### src/rtl/serial_subtractor.sv
// serial_subtractor: bit-serial subtractor, diff = a - b - bin, one bit per clock, LSB first.
// Operands are captured on an accepted start; the result appears WIDTH edges later with a
// one-cycle done pulse. Trades latency (WIDTH+1 cycles per result) for a 1-bit datapath.
//
// Ports:
//   clk    rising-edge clock
//   rst    synchronous active-high reset
//   start  request, sampled only when not busy (IDLE or DONE)
//   a, b   minuend / subtrahend, captured on accepted start
//   bin    borrow-in, captured on accepted start
//   busy   high while shifting
//   done   single-cycle pulse, diff/bout valid
//   diff   result, held until the next completion
//   bout   borrow-out (a < b + bin, unsigned), held like diff
//   ovf    signed overflow, held like diff (only when SERIAL_SUB_OVF_EN is defined)
//
// Configuration macro: SERIAL_SUB_OVF_EN adds the ovf output and its logic.
module serial_subtractor #(
    parameter int unsigned WIDTH = 4
) (
    input  logic             clk,
    input  logic             rst,
    input  logic             start,
    input  logic [WIDTH-1:0] a,
    input  logic [WIDTH-1:0] b,
    input  logic             bin,
    output logic             busy,
    output logic             done,
    output logic [WIDTH-1:0] diff,
    output logic             bout
`ifdef SERIAL_SUB_OVF_EN
    ,
    output logic             ovf
`endif
);

    localparam int unsigned CW = (WIDTH > 1) ? $clog2(WIDTH) : 1;

    typedef enum logic [1:0] {
        IDLE  = 2'd0,
        SHIFT = 2'd1,
        DONE  = 2'd2
    } state_t;

    state_t           state, state_d;
    logic [WIDTH-1:0] sa, sa_d;
    logic [WIDTH-1:0] sb, sb_d;
    logic [WIDTH-1:0] partial, partial_d;
    logic [WIDTH-1:0] diff_d;
    logic             br, br_d;
    logic             bout_d;
    logic             d;
    logic [CW-1:0]    cnt, cnt_d;
`ifdef SERIAL_SUB_OVF_EN
    logic             ovf_d;
`endif

    // Next-state and datapath update
    always_comb begin
        state_d   = state;
        sa_d      = sa;
        sb_d      = sb;
        br_d      = br;
        cnt_d     = cnt;
        partial_d = partial;
        diff_d    = diff;
        bout_d    = bout;
`ifdef SERIAL_SUB_OVF_EN
        ovf_d     = ovf;
`endif
        d         = sa[0] ^ sb[0] ^ br;

        case (state)
            IDLE, DONE: begin
                // DONE always exits; a start there chains the next operation directly
                if (start) begin
                    sa_d      = a;
                    sb_d      = b;
                    br_d      = bin;
                    cnt_d     = '0;
                    partial_d = '0;
                    state_d   = SHIFT;
                end else begin
                    state_d   = IDLE;
                end
            end
            SHIFT: begin
                br_d      = (~sa[0] & sb[0]) | (~(sa[0] ^ sb[0]) & br);
                partial_d = {d, partial[WIDTH-1:1]};
                sa_d      = sa >> 1;
                sb_d      = sb >> 1;
                cnt_d     = cnt + CW'(1);
                if (cnt == CW'(WIDTH - 1)) begin
                    diff_d  = partial_d;
                    bout_d  = br_d;
`ifdef SERIAL_SUB_OVF_EN
                    // On the last step sa[0]/sb[0] hold the operand MSBs and d is the result MSB
                    ovf_d   = (sa[0] ^ sb[0]) & (d ^ sa[0]);
`endif
                    state_d = DONE;
                end
            end
            default: state_d = IDLE;
        endcase
    end

    // State and output registers
    always_ff @(posedge clk) begin
        if (rst) begin
            state   <= IDLE;
            sa      <= '0;
            sb      <= '0;
            br      <= 1'b0;
            cnt     <= '0;
            partial <= '0;
            diff    <= '0;
            bout    <= 1'b0;
            busy    <= 1'b0;
            done    <= 1'b0;
`ifdef SERIAL_SUB_OVF_EN
            ovf     <= 1'b0;
`endif
        end else begin
            state   <= state_d;
            sa      <= sa_d;
            sb      <= sb_d;
            br      <= br_d;
            cnt     <= cnt_d;
            partial <= partial_d;
            diff    <= diff_d;
            bout    <= bout_d;
            busy    <= (state_d == SHIFT);
            done    <= (state_d == DONE);
`ifdef SERIAL_SUB_OVF_EN
            ovf     <= ovf_d;
`endif
        end
    end

endmodule

### config.mk
export PLATFORM = sky130hd
export DESIGN_NAME = serial_subtractor
export DESIGN_NICKNAME = d
export VERILOG_FILES = /design/src/rtl/serial_subtractor.sv
export SDC_FILE = /design/constraint.sdc
export NUM_CORES = 1
export LEC_CHECK = 0
export ABC_AREA = 1
export BUFFER_PORTS_ARGS = -buffer_cell sky130_fd_sc_hd__buf_2
export CAP_MARGIN = 20
export CORE_MARGIN = 3
export CORE_UTILIZATION = 56
export DETAILED_ROUTE_END_ITERATION = 7
export HOLD_SLACK_MARGIN = 0.02
export PLACE_DENSITY = 0.93
export SYNTH_ARGS = -nofsm -noshare
export SYNTH_HDL_FRONTEND = slang
export SYNTH_SLANG_ARGS = --single-unit
export TNS_END_PERCENT = 100
### constraint.sdc
create_clock -name clk -period 3.3 [get_ports clk]
set_clock_uncertainty 0.1 [all_clocks]
set_input_delay 0.495 -clock clk [delete_from_list [all_inputs] [get_ports clk]]
set_output_delay 0.495 -clock clk [all_outputs]
set_load 0.05 [all_outputs]
==> out/results.txt <==
#FFs+latches synth = 23
Synthesized Nets = 141
die extent in x = 47.3 um
filler cell count in the final layout = 142
GRT met1 Usage = 0.197
# diodes = 0
leakage = 0.517 nW
Starting Density = 0.614
Worst-Skew Late Latency = 0.31 ns
vias per inst = 5.43
Post-Syn Area = 957 um2
I/O Pins = 19
hold_buf cts = 0
Hold Vio Cnt, Final = 0
post-CTS sizing = 0
run status = complete, no violations
Setup Total Neg Slack = 0 ns
GR Util met2 = 0.337
Worst Reg2Reg Path Length in Cells = 5
die height = 47.3 um
Layout area overhead = 10.3%
Pwr per Cell Area = 482 mW/mm2
commonest non-fill, non-tap cell in the layout = nand2_1
min-delay src = b[2]
GR Overflow Total = 0
Seq/Total Area, Yosys = 0.481
Nets = 158
Final GP Congestion = 0.797
clock sink count = 23
CP startpoint kind = flop
RR Startpoint = state[0]
Netlist cell types = 17
Avg Cell Area, Syn = 7.54 um2
CTS H-tree depth = 1
Worst Setup End Kind = flop
TritonRoute pass-1 iters = 7
Reg clk slew, reported paths = 0.12 ns
wire length per cell = 11.5 um
CP Class = reg2reg
YS warnings = 0
Post-Synthesis Cells = 127
Final Cycle Share = 0.478
row cnt = 14
dpl hpwl = 1280 um
Total GRT Usage = 0.187
worst vdd ir = 0.000264 V
largest net degree at the start of global routing = 23
Clock Tree Buf Depth = 2
die area = 0.00224 mm2
vias in the first global route = 734
initial antenna violation count = 0
Hold Path End = sb[2]
Critical Path Fanout Max = 22
most frequent cells in the layout = nand2_1, nand3_1, dfxtp_1
Num CTS Buffers = 3
Worst Path Required = 3.38 ns
Worst Tran Pin Value = 0.677 ns
DR vias = 863
RR Endpoint = state[0]
FMAX = 634 MHz
Core Box Area = 0.00156 mm2
DR DRC count = 0
unrepaired setup endpoints after global routing = false
CP Data Arrival Time = 1.66 ns
post-CTS setup repair buffer count = 0
flop2flop setup slack = 1.72 ns
CTS tree = done
Final Critical Period = 1.58 ns
DR iter-0 viols = 36
grt peak-use layer = met2
Setup violations, final = 0
Routed Antenna Nets = 0
worst hold slack = 0.311 ns
Slew headroom = 0.548
min-delay worst type = in2reg
clock root cell = clkbuf_4
port bufs = 18
WHS Path Cells = 3
GR Util met3 = 0.0498
share of layout cells above drive strength 1 = 0.168
Max-cap violations = 0
final WL = 1830 um
max-slew violation count = 0
first-pass GRT wire length = 2900 um
stage by stage:
step | cells | worst slack (ns) | instance area, um2 | total power, W | utilization
6_report | 159 | 1.72 | 1060 | 0.000509 | 0.677
5_1_grt | 159 | 1.61 | 1060 | 0.000536 | 0.677
4_1_cts | 159 | 1.75 | 1060 | 0.000512 | 0.677
3_5_place_dp | 155 | 1.61 | 1030 | 0.000386 | 0.660
3_3_place_gp | 155 | 1.66 | 1030 | 0.000383 | 0.660
2_1_floorplan | 127 | 2.06 | 957 | 0.000370 | -
cells in the mapped netlist:
cell type	n	share of area
nor2_1	12	0.047
buf_6	1	0.012
buf_4	1	0.0078
inv_2	1	0.0039
nand3_1	23	0.12
a21oi_1	9	0.047
fa_1	1	0.021
nand3b_1	1	0.0078
inv_1	15	0.059
nor3_1	6	0.031
ha_1	1	0.013
o21ai_0	2	0.010
buf_2	4	0.021
o21bai_1	1	0.0078
dfxtp_1	23	0.48
nand2_1	25	0.098
nor2_4	1	0.012
report_power, final:
group / internal (W) / total (W) / switching [W]
sequential: 0.000294 / 0.000301 / 0.00000733
clock: 0.0000452 / 0.000128 / 0.0000825
combinational: 0.0000281 / 0.0000798 / 0.0000517
total: 0.000367 / 0.000509 / 0.000142
layer usage:
metal	wire length [um]	up-vias
li1	-	438
met1	765	390
met2	940	31
met3	103	4
met4	24	0
met5	0	-
how the worst max path moves through the flow:
stage                     startpoint  cells after the start       end  slack (ns)
after floorplan                  rst                      5      bout        2.06
after global placement         start                      5  state[0]        1.66
after CTS                   state[0]                      5  state[0]        1.75
after detailed placement       start                      5  state[0]        1.61
after global routing        state[0]                      6        br        1.61
final                       state[0]                      5  state[0]        1.72
registers in the layout, indices dropped and copies added, names as in the netlist:
signal	count
diff	4
bout	1
partial	3
done	1
sb	4
br	1
cnt	2
sa	4
state	2
busy	1
worst max-delay path, stage by stage (launching register included):
cell and delay (ns):
dfxtp_1 0.40, inv_2 0.07, nand2_1 0.51, nand2_1 0.20, nand2_1 0.12, a21oi_1 0.05
cell families (layout without fill, tap and decap cells):
group / after synthesis / count (layout) / synth area share
AO/OA/AOI/OAI: 12 / 12 / 0.0654
flip-flops: 23 / 23 / 0.481
buffers and inverters: 22 / 38 / 0.103
adder cells (fa/ha/maj): 2 / 2 / 0.0340
AND/OR/NAND/NOR: 68 / 68 / 0.316
final cells by class:
type / count / area (um2) / area share
clock buffers: 3 / 22.5 / 0.0213
clock inverters: 1 / 5.00 / 0.00474
inverters: 16 / 60.1 / 0.0569
multi-input cells: 82 / 398 / 0.377
flip-flops and latches: 23 / 460 / 0.436
well taps: 16 / 20.0 / 0.0190
repair buffers: 18 / 90.1 / 0.0853
(Power assumes the default switching activity.)
